File: src/rtl/data_plane_tx_pkg.sv
`default_nettype none
// ============================================================================
// Module      : data_plane_tx_pkg
// Description : Shared types and constants for the data-plane transmitter:
//               FSM state encoding, packet field widths, default message
//               length and the idle destination id.
// Revision    : 1.0 - initial release
// ============================================================================
package data_plane_tx_pkg;

  localparam int DEST_W = 16;
  localparam int DATA_W = 16;
  localparam int PKT_W  = DEST_W + DATA_W;

  localparam int                PKT_LEN_DEFAULT = 5;
  localparam logic [DEST_W-1:0] IDLE_ID_DEFAULT = 16'hFFFF;

  typedef enum logic [1:0] {
    S_IDLE = 2'd0,
    S_SEND = 2'd1,
    S_DONE = 2'd2
  } tx_state_t;

  // Packet driven whenever no message word is on the bus
  function automatic logic [PKT_W-1:0] idle_packet(input logic [DEST_W-1:0] idle_id);
    return {idle_id, {DATA_W{1'b0}}};
  endfunction

endpackage
`default_nettype wire

File: src/rtl/data_plane_tx_fifo.sv
`default_nettype none
// ============================================================================
// Module      : tx_fifo
// Description : Single-clock FIFO for the TX buffer. Pushes at full are
//               dropped even when a pop happens in the same cycle; pops at
//               empty are ignored. Head word is presented combinationally.
// Revision    : 1.0 - initial release
// ============================================================================
module tx_fifo #(
  parameter int DEPTH = 16,
  parameter int WIDTH = 16
) (
  input  logic                     clk,
  input  logic                     rst,
  input  logic                     push,
  input  logic [WIDTH-1:0]         din,
  input  logic                     pop,
  output logic [WIDTH-1:0]         dout,
  output logic                     full,
  output logic                     empty,
  output logic [$clog2(DEPTH):0]   count
);

  localparam int                c_AW    = $clog2(DEPTH);
  localparam logic [c_AW:0]     c_DEPTH = (c_AW+1)'(DEPTH);

  logic [WIDTH-1:0] r_mem [DEPTH];
  logic [c_AW-1:0]  r_wr_ptr;
  logic [c_AW-1:0]  r_rd_ptr;
  logic [c_AW:0]    r_count;
  logic             w_push_ok;
  logic             w_pop_ok;

  assign full      = (r_count == c_DEPTH);
  assign empty     = (r_count == '0);
  assign count     = r_count;
  assign dout      = r_mem[r_rd_ptr];
  assign w_push_ok = push && !full;
  assign w_pop_ok  = pop && !empty;

  // Storage array: written on accepted pushes only, no reset needed
  always_ff @(posedge clk) begin
    if (w_push_ok) r_mem[r_wr_ptr] <= din;
  end

  // Pointers wrap naturally at the power-of-two depth; count tracks occupancy
  always_ff @(posedge clk) begin
    if (rst) begin
      r_wr_ptr <= '0;
      r_rd_ptr <= '0;
      r_count  <= '0;
    end else begin
      if (w_push_ok) r_wr_ptr <= r_wr_ptr + 1'b1;
      if (w_pop_ok)  r_rd_ptr <= r_rd_ptr + 1'b1;
      case ({w_push_ok, w_pop_ok})
        2'b10:   r_count <= r_count + 1'b1;
        2'b01:   r_count <= r_count - 1'b1;
        default: r_count <= r_count;
      endcase
    end
  end

endmodule
`default_nettype wire

File: src/rtl/data_plane_tx.sv
`default_nettype none
// ============================================================================
// Module      : data_plane_tx
// Description : Data-plane transmitter. The GPP fills a TX FIFO and requests
//               a send; once PKT_LEN words are buffered the block streams
//               {dest, word} packets on consecutive cycles, then drives the
//               idle packet with a one-cycle completion pulse.
// Revision    : 1.0 - initial release
// ============================================================================
module data_plane_tx
  import data_plane_tx_pkg::*;
#(
  parameter int                PKT_LEN = PKT_LEN_DEFAULT,
  parameter int                DEPTH   = 16,
  parameter logic [DEST_W-1:0] IDLE_ID = IDLE_ID_DEFAULT
) (
  input  logic              clk,
  input  logic              rst,
  input  logic              gpp_wr_en,
  input  logic [DATA_W-1:0] gpp_wr_data,
  input  logic              gpp_send,
  input  logic [DEST_W-1:0] dest_id,
  output logic [PKT_W-1:0]  data_tx_packet,
  output logic              data_tx_busy,
  output logic              data_tx_complete_flag,
  output logic              tx_buf_full,
  output logic              tx_buf_empty
);

  localparam int                c_CW       = $clog2(PKT_LEN + 1);
  localparam int                c_AW       = $clog2(DEPTH);
  localparam logic [c_CW-1:0]   c_LAST_IDX = c_CW'(PKT_LEN - 1);
  localparam logic [c_AW:0]     c_MIN_CNT  = (c_AW+1)'(PKT_LEN);

  tx_state_t          r_state;
  tx_state_t          w_next_state;
  logic [c_CW-1:0]    r_word_cnt;
  logic [DEST_W-1:0]  r_dest;
  logic [PKT_W-1:0]   r_packet;
  logic               r_complete;
  logic               r_busy;
  logic               w_start;
  logic               w_pop;
  logic               w_done;
  logic [DATA_W-1:0]  w_head;
  logic [c_AW:0]      w_count;

  tx_fifo #(
    .DEPTH (DEPTH),
    .WIDTH (DATA_W)
  ) u_fifo (
    .clk   (clk),
    .rst   (rst),
    .push  (gpp_wr_en),
    .din   (gpp_wr_data),
    .pop   (w_pop),
    .dout  (w_head),
    .full  (tx_buf_full),
    .empty (tx_buf_empty),
    .count (w_count)
  );

  // A send is only honoured from IDLE with a full message buffered and a real node id
  assign w_start = (r_state == S_IDLE) && gpp_send && (w_count >= c_MIN_CNT)
                   && (dest_id != IDLE_ID);

  // State register
  always_ff @(posedge clk) begin
    if (rst) r_state <= S_IDLE;
    else     r_state <= w_next_state;
  end

  // Next-state logic
  always_comb begin
    w_next_state = r_state;
    case (r_state)
      S_IDLE:  if (w_start) w_next_state = S_SEND;
      S_SEND:  if (r_word_cnt == c_LAST_IDX) w_next_state = S_DONE;
      S_DONE:  w_next_state = S_IDLE;
      default: w_next_state = S_IDLE;
    endcase
  end

  // Output decode: pop a word every SEND cycle, finish in DONE
  always_comb begin
    w_pop  = 1'b0;
    w_done = 1'b0;
    case (r_state)
      S_SEND:  w_pop  = 1'b1;
      S_DONE:  w_done = 1'b1;
      default: ;
    endcase
  end

  // Datapath: latched destination, word counter, packet and status registers
  always_ff @(posedge clk) begin
    if (rst) begin
      r_dest     <= IDLE_ID;
      r_word_cnt <= '0;
      r_packet   <= idle_packet(IDLE_ID);
      r_complete <= 1'b0;
      r_busy     <= 1'b0;
    end else begin
      r_complete <= w_done;
      r_busy     <= (w_next_state != S_IDLE);
      if (w_start) r_dest <= dest_id;
      if (w_pop) begin
        r_packet   <= {r_dest, w_head};
        r_word_cnt <= r_word_cnt + 1'b1;
      end else begin
        r_packet <= idle_packet(IDLE_ID);
        if (w_done) r_word_cnt <= '0;
      end
    end
  end

  assign data_tx_packet        = r_packet;
  assign data_tx_busy          = r_busy;
  assign data_tx_complete_flag = r_complete;

endmodule
`default_nettype wire

File: config.mk
export PLATFORM = sky130hd
export DESIGN_NAME = data_plane_tx
export DESIGN_NICKNAME = d
export VERILOG_FILES = /design/src/rtl/data_plane_tx_pkg.sv /design/src/rtl/data_plane_tx_fifo.sv /design/src/rtl/data_plane_tx.sv
export SDC_FILE = /design/constraint.sdc
export NUM_CORES = 1
export LEC_CHECK = 0
export ABC_AREA = 1
export CAP_MARGIN = 10
export CORE_ASPECT_RATIO = 0.8
export CORE_UTILIZATION = 40
export CTS_CLUSTER_SIZE = 8
export DETAILED_ROUTE_END_ITERATION = 16
export GPL_ROUTABILITY_DRIVEN = 0
export GPL_TIMING_DRIVEN = 0
export PLACE_DENSITY = 0.68
export SLEW_MARGIN = 20
export SYNTH_ARGS = -nofsm -noshare
export SYNTH_HDL_FRONTEND = slang
export SYNTH_SLANG_ARGS = --single-unit
File: constraint.sdc
create_clock -name clk -period 6.27 [get_ports clk]
set_input_delay 1.881 -clock clk [delete_from_list [all_inputs] [get_ports clk]]
set_output_delay 1.881 -clock clk [all_outputs]
set_load 0.005 [all_outputs]
### Word-level counts from Yosys, hierarchy flattened

Memories as Yosys holds them, arrays and structs flattened. A register that Yosys moved wholly into a read port is not among the register bits.
Index checks and enable logic that the tools add are counted.

* output and inout bits: 36
* memories: 1
* bits in registers: 68
* bits in writable memories: 256

Memories
* u_fifo.r_mem: words 16, bits a word 16, read ports 1, clocked after Yosys merged registers in 1, write ports 1, line data_plane_tx_fifo.sv:27 `logic [WIDTH-1:0] r_mem [DEPTH];`

* bitwise logic cells: 1
* mux-type cells: 10
* magnitude comparators: 1
* equality and inequality tests: 7
* add/subtract/negate cells: 5
* reduce and logical (&&, ||, !) cells: 13

Operators by type and width (count)
* inequality test 16 bit (second input constant): 1
* one-hot mux 5 bit (2 select lines): 1
* adder 4 x 1 -> 4 bit (second input constant): 2
* two-way mux 3 bit: 2
* nonzero test 2 bit: 3
* adder 5 x 1 -> 5 bit (second input constant): 1
* equality test 5 bit (second input constant): 1
* >= comparator 5 x 3 -> 1 bit (second input constant): 1
* logical AND 1 bit: 5
* zero test 5 bit: 1
* subtractor 5 x 1 -> 5 bit (second input constant): 1
* equality test 2 x 1 -> 1 bit (second input constant): 2
* equality test 2 bit (second input constant): 2
* two-way mux 1 bit: 4
* two-way mux 2 bit: 2
* one-hot mux 2 bit (2 select lines): 1
* adder 3 x 1 -> 3 bit (second input constant): 1
* equality test 3 bit (second input constant): 1
* zero test 1 bit: 2
* zero test 2 bit: 1
* OR reduction 2 bit: 1
* NOT 1 bit: 1

### Depth between registers and ports, before layout

Gate-level depths: netlist of run 1.

* depth in word-level cells: 7
* gate-level depth with buffers: 13
* depth with buffers taken out: 13

### Modules after synthesis

A second synthesis of run 1 with hierarchy kept.

* cell total of the unflattened synthesis: 1031
* area, all modules: 13167.6 um^2

Modules (own cells, without submodules)
* tx_fifo: seq. area each 8027.7 um^2, area an instance 11151.9 um^2, times used 1, cells an instance 811
* data_plane_tx: seq. area each 1101.1 um^2, area an instance 2015.7 um^2, times used 1, cells an instance 220

### Worst setup path after synthesis of run 1

OpenSTA, ideal clock, no wires.

* kind: input to register
* start point: input port gpp_wr_en
* end point: memory u_fifo.r_mem[11][0], enable pin
* stages: 4
* arrival time: 2.963 ns
* buffers on the path: 0
* setup slack: 2.919 ns
* required time: 5.882 ns
* cells stage by stage: nand2_1 > inv_1 > nand3_1 > nor2_1

* cells in the longest elaborated chain, start to end: 3

RTL lines
* start, declared: line data_plane_tx.sv:19 `input logic gpp_wr_en,`
* logical AND 1 bit: line data_plane_tx_fifo.sv:38 `assign w_push_ok = push && !full;`
* two-way mux 1 bit: line data_plane_tx_fifo.sv:43 `if (w_push_ok) r_mem[r_wr_ptr] <= din;`
* two-way mux 1 bit (not written as such): line data_plane_tx_fifo.sv:43
* end, declared: line data_plane_tx_fifo.sv:27

Every way passes these cells.

### Worst setup path after layout of run 1

* start point: register u_fifo.r_count[1] (netlist: u_fifo.count[1])
* end point: output port tx_buf_empty

* cells in the longest elaborated chain, start to end: 1

RTL lines
* start, declared: line data_plane_tx_fifo.sv:30 `logic [c_AW:0] r_count;`
* start signal, assigned: line data_plane_tx_fifo.sv:56 `2'b10: r_count <= r_count + 1'b1;`
* start signal, assigned: line data_plane_tx_fifo.sv:57 `2'b01: r_count <= r_count - 1'b1;`
* start signal, assigned: line data_plane_tx_fifo.sv:58 `default: r_count <= r_count;`
* zero test 5 bit: line data_plane_tx_fifo.sv:35 `assign empty = (r_count == '0);`
* end, declared: line data_plane_tx.sv:27 `output logic tx_buf_empty`

Every way passes these cells.

==> results.sh, run 1 <==
export IMPL_outcome="finished, final reports clean"
export IMPL_p_sw_mw=1.39
export IMPL_drt_iter0_drc=1075
export IMPL_power_internal_mw=4.00
export IMPL_start_util_pct=40.8
export IMPL_antenna_found_initial=0
export IMPL_grt_pass1_vias=9280
export IMPL_final_setup_tns_ns=0
export IMPL_finalHoldViolations=0
export IMPL_critPathMaxFanout=5
export IMPL_maxSlewHeadroom_pct=44.8
export IMPL_num_rows=59
export IMPL_ys_seq_elements=324
export IMPL_io_pins=72
export IMPL_whs_ns=0.435
export IMPL_maxSlewViolCount=0
export IMPL_hold_class="reg2reg"
export IMPL_slowest_delay_ns=0.49
export IMPL_grt_max_degree=17
export IMPL_leakage_nw=6.60
export IMPL_clockBufferDepth=3
export IMPL_cp_end_kind="primary output"
export IMPL_powerDensity_mw_per_mm2=334
export IMPL_area_delta_synth_final_pct=21.3
export IMPL_die_width_um=206
export IMPL_core_area_mm2=0.0326
export IMPL_numCtsBuffers=46
export IMPL_fillers=2903
export IMPL_rsz0062_at_grt="false"
export IMPL_via_count=9788
export IMPL_vdd_drop_max_v=0.000190
export IMPL_place_hpwl_um=24400
export IMPL_startpoint_type="flip-flop"
export IMPL_viasPerCell=5.15
export IMPL_fin_area_mm2=0.0162
export IMPL_synth_nets=1357
export IMPL_power_frac_clock_pct=43.4
export IMPL_multi_input_comb_area_mm2=0.00344
export IMPL_cts_sinks=324
export IMPL_syn_inst=1306
export IMPL_worst_slew_pin_slew_ns=0.829
export IMPL_root_buffer="clkbuf_16"
export IMPL_p_seq_share_pct=44.6
export IMPL_drtAntennaViolNets=0
export IMPL_ys_seq_area_share_pct=67.9
export IMPL_place_area_mm2=0.0148
export IMPL_die_y_um=165
export IMPL_route_detailed_wl_per_inst_um=19.4
export IMPL_critPathRequiredTime_ns=4.39
export IMPL_path_clk_slew_ns=0.05
export IMPL_critical_path_class="reg2out"
export IMPL_die_area_mm2=0.0341
export IMPL_syn_area_mm2=0.0133
export IMPL_cts_resized_gates=0
export IMPL_pwr_share_comb_pct=12.0
export IMPL_ff2ff_setup_slack_ns=3.80
export IMPL_crit_chain="nor2_1, nand4_1, inv_1, clkdlybuf4s50_1"
export IMPL_cap_viol_max_count=0
export IMPL_min_period_over_period_pct=58.3
export IMPL_cp_data_arrival_time_ns=1.77
export IMPL_critPathSlowestCell="clkdlybuf4s50_1"
export IMPL_synth_cell_types=24
export IMPL_io_buffers=71
export IMPL_wl_um=36800
export IMPL_clk_latency_ns=0.56
export IMPL_switching_share_pct=25.8
export IMPL_fmax_mhz=274
export IMPL_overflow=0
export IMPL_post_cts_buffers=0
export IMPL_cts_tree="yes"
export IMPL_syn_avg_cell_area_um2=10.2
export IMPL_gr_usage_all_layers_pct=22.0
export IMPL_grt_pass1_wl_um=54500
export IMPL_setup_viol=0
export IMPL_regArea_mm2=0.00905
export IMPL_yosys_warnings=0
export IMPL_finalNetCount=1488
export IMPL_drc=0
export IMPL_fin_skew_ns=0.0165
export IMPL_drive_gt1_share_pct=9.09
export IMPL_htree_levels=2
export IMPL_first_pass_iters=6
export IMPL_min_period_ns=3.65
export IMPL_hold_buffers=0
==> area by class of cell <==
| cell class | instances | share of cell area [%] |
|---|---|---|
| sequential | 324 | 56.0 |
| multi-input combinational | 757 | 21.3 |
| clock buffer | 81 | 7.93 |
| timing repair buffer | 83 | 5.40 |
| inverter | 164 | 3.81 |
| tap | 427 | 3.31 |
| buffer | 61 | 1.77 |
| clock inverter | 4 | 0.534 |
| antenna | 1 | 0.0155 |
==> sequential cells by signal, summed over array words and instances, names as in the netlist <==
| name | cells |
|---|---|
| data_tx_busy | 1 |
| data_tx_complete_flag | 1 |
| data_tx_packet | 32 |
| r_dest | 16 |
| r_state | 2 |
| r_word_cnt | 3 |
| u_fifo.count | 5 |
| u_fifo.r_mem | 256 |
| u_fifo.r_rd_ptr | 4 |
| u_fifo.r_wr_ptr | 4 |
==> worst max-delay path, delay by kind of cell, from the launching register on <==
family | cells | cell delay [ns]
buffers and inverters | 2 | 0.57
flip-flops | 1 | 0.35
AND/OR/NAND/NOR | 2 | 0.30
==> kinds of logic (layout without fill, tap and decap cells) <==
kind of cell / count (synthesis) / count (layout) / synth area share [%]
xor gates and xnor gates: 5 / 5 / 0.329
DFF: 324 / 324 / 67.9
and+or+nand+nor: 688 / 688 / 21.6
other: 0 / 1 / 0
AOI/OAI and AO/OA: 49 / 49 / 1.90
adders and majority gates: 15 / 15 / 1.46
buffers and inverters: 225 / 393 / 6.77
==> placed cells by master (no fill, tap or decap), drive strengths merged <==
master / synthesis / layout
buf: 47 / 59
or2: 16 / 16
nor2: 28 / 28
fa: 1 / 1
nand2: 442 / 442
bufinv: 0 / 1
clkdlybuf4s50: 0 / 71
o32ai: 1 / 1
xor2: 3 / 3
ha: 14 / 14
nand3: 197 / 197
xnor2: 2 / 2
o21ai: 11 / 11
a21oi: 37 / 37
inv: 163 / 165
nand4: 5 / 5
clkinv: 1 / 2
diode: 0 / 1
edfxtp: 256 / 256
clkbuf: 14 / 95
dfxtp: 68 / 68
==> stage by stage <==
step	utilization [%]	total power, mW	cells	worst slack, ns
4_1_cts	49.5	5.41	1901	2.60
6_report	49.5	5.39	1902	2.62
2_1_floorplan	-	2.80	1306	2.92
5_1_grt	49.5	5.57	1901	2.50
3_5_place_dp	45.3	3.08	1816	2.20
3_3_place_gp	44.7	3.06	1804	1.44
==> synth_stat cells (all sizes together) <==
cell type    n  share of area, %
nand2      442                12
edfxtp     256                58
nand3      197               7.4
inv        163               4.6
dfxtp       68                10
buf         47               1.8
a21oi       37               1.4
nor2        28              0.79
or2         16              0.75
clkbuf      14              0.39
ha          14               1.3
o21ai       11              0.41
nand4        5              0.23
xor2         3              0.20
xnor2        2              0.13
clkinv       1             0.028
fa           1              0.15
o32ai        1             0.066
==> final timing paths <==
path,start,cells after the start,end
worst max-delay path,u_fifo.count[1],4,tx_buf_empty
worst min-delay path,r_dest[13],1,data_tx_packet[29]
worst max register to register,r_state[1],12,u_fifo.count[3]
worst min register to register,r_dest[13],1,data_tx_packet[29]
==> routing by layer <==
layer | track usage, % | vias to the layer above | share of wire, %
met5 | 0 | - | 0
met1 | 29.2 | 4598 | 40
met4 | 8.72 | 0 | 3.4
li1 | - | 4546 | -
met3 | 5.65 | 102 | 11
met2 | 34.4 | 542 | 45
==> power groups by stage <==
| stage | Sequential (mW) | Clock, mW | Combinational [mW] |
|---|---|---|---|
| detailed placement | 2.45 | 0 | 0.629 |
| CTS | 2.41 | 2.37 | 0.634 |
| floorplan | 2.44 | 0 | 0.358 |
| finish | 2.41 | 2.34 | 0.648 |
| global placement | 2.45 | 0 | 0.611 |
| global route | 2.41 | 2.45 | 0.705 |
(Power assumes the default switching activity.)
==> run 2: changes to the inputs <==
clock period = 3.75 ns   (was 6.27 ns; I/O delays follow)
==> results of run 2 <==
Same layout as run 1 (identical final DEF). Status: finished, final reports clean.
Among the figures that moved: setup slack after placement 2.20 ns -> 0.438 ns; setup slack after layout 2.62 ns -> 0.853 ns; register-to-register setup slack 3.80 ns -> 1.28 ns; total power 5.39 mW -> 9.02 mW; worst IR drop on VDD 0.000190 V -> 0.000318 V
==> run 3: changes to the inputs <==
PLACE_DENSITY = 0.7   (was 0.68)
clock period = 2.65 ns   (was 3.75 ns; I/O delays follow)
==> results.sh, run 3 (synthesis results as in run 1) <==
export IMPL_fin_area_mm2=0.0161
export IMPL_finalNetCount=1492
export IMPL_stdcell_count=1904
export IMPL_path_clk_slew_ns=0.05
export IMPL_fin_skew_ns=0.0227
export IMPL_place_area_mm2=0.0148
export IMPL_largest_reg_flops=256
export IMPL_regToRegEndpoint="u_fifo.count[4]"
export IMPL_critPathMaxFanout=4
export IMPL_gr_usage_all_layers_pct=21.5
export IMPL_min_period_over_period_pct=95.9
export IMPL_area_delta_synth_final_pct=21.1
export IMPL_clk_latency_ns=0.55
export IMPL_post_cts_buffers=0
export IMPL_min_period_ns=2.54
export IMPL_setup_viol=0
export IMPL_leakage_nw=6.60
export IMPL_drtAntennaViolNets=0
export IMPL_htree_levels=2
export IMPL_finalHoldViolations=0
export IMPL_powerDensity_mw_per_mm2=782
export IMPL_io_buffers=71
export IMPL_cts_resized_gates=0
export IMPL_min_delay_start="r_dest[3]"
export IMPL_cp_end_kind="primary output"
export IMPL_holdPathEnd="data_tx_packet[19]"
export IMPL_via_count=9752
export IMPL_dp_cells=1820
export IMPL_final_cell_mix="nand2_1, edfxtp_1, nand3_1"
export IMPL_drt_iter0_drc=1046
export IMPL_final_setup_tns_ns=0
export IMPL_numCtsBuffers=46
export IMPL_io_pins=72
export IMPL_grt_use_met2_pct=32.8
export IMPL_worst_slew_pin_slew_ns=0.828
export IMPL_maxSlewHeadroom_pct=44.8
export IMPL_start_util_pct=40.8
export IMPL_overflow=0
export IMPL_startpoint_type="flip-flop"
export IMPL_antenna_found_initial=0
export IMPL_place_hpwl_um=24400
export IMPL_vdd_drop_max_v=0.000400
export IMPL_hold_buffers=0
export IMPL_ff2ff_setup_slack_ns=0.27
export IMPL_startpoint="u_fifo.count[0]"
export IMPL_largest_register="u_fifo.r_mem"
export IMPL_use_met1_pct=29.6
export IMPL_route_detailed_wl_per_inst_um=18.8
export IMPL_critical_path_class="reg2out"
export IMPL_grt_pass1_wl_um=53700
export IMPL_multi_input_comb_area_mm2=0.00342
export IMPL_core_area_mm2=0.0326
export IMPL_fmax_mhz=393
export IMPL_first_pass_iters=5
export IMPL_wl_um=35900
export IMPL_cts_sinks=324
export IMPL_regArea_mm2=0.00905
export IMPL_final_common_cell="nand2_1"
export IMPL_busiest_layer="met2"
export IMPL_hold_class="reg2reg"
export IMPL_met3_usage_pct=4.89
export IMPL_die_y_um=165
export IMPL_dp_slack_ns=-0.317
export IMPL_utilization_pct=49.4
export IMPL_drive_gt1_share_pct=9.41
export IMPL_grt_pass1_vias=9305
export IMPL_rsz0062_at_grt="false"
export IMPL_drc=0
export IMPL_cap_viol_max_count=0
export IMPL_hold_depth=1
export IMPL_clockBufferDepth=3
export IMPL_num_rows=59
export IMPL_die_area_mm2=0.0341
export IMPL_reg2reg_depth=13
export IMPL_fillers=2890
export IMPL_viasPerCell=5.12
export IMPL_whs_ns=0.440
export IMPL_diodes=0
export IMPL_finalPower_mw=12.6
export IMPL_cts_tree="yes"
export IMPL_outcome="finished, final reports clean"
export IMPL_setup_slack_ns=0.108
export IMPL_critPathRequiredTime_ns=1.86
export IMPL_root_buffer="clkbuf_16"
export IMPL_cp_data_arrival_time_ns=1.75
export IMPL_grt_max_degree=17
export IMPL_die_width_um=206
export IMPL_r2r_start="u_fifo.count[1]"
export IMPL_maxSlewViolCount=0
-- run 3: layout make-up --
class,count,area share [%]
Sequential cell,324,56.1
Tap cell,427,3.31
Multi-Input combinational cell,757,21.2
Buffer,61,1.78
Timing Repair Buffer,87,5.62
Clock inverter,2,0.0853
Inverter,164,3.82
Clock buffer,82,8.10
-- run 3: worst max-delay path, stage by stage (launching register included) --
cell	delay (ns)
dfxtp_1	0.34
nor2_2	0.13
nand4_1	0.15
inv_1	0.08
clkdlybuf4s50_1	0.49
-- run 3: worst max-delay path by stage --
stage                                      end  cells past startpoint  slack (ns)
final                             tx_buf_empty                      4        0.11
after global routing              tx_buf_empty                      4      0.0008
after CTS                         tx_buf_empty                      4        0.08
after detailed placement    u_fifo.r_mem[5][2]                      6       -0.32
after global placement    u_fifo.r_mem[13][14]                      5       -0.87
after floorplan            u_fifo.r_mem[11][0]                      4        0.38
-- run 3: report_power, final --
| group | switching (mW) | internal, mW |
|---|---|---|
| combinational | 1.08 | 0.459 |
| clock | 2.09 | 3.30 |
| sequential | 0.0614 | 5.63 |
-- run 3: metal layers --
layer	wire, µm	vias to the layer above	share of wire, %
li1	-	4546	-
met1	14800	4597	41
met2	15800	512	44
met3	4090	97	11
met4	1230	0	3.4
met5	0	-	0
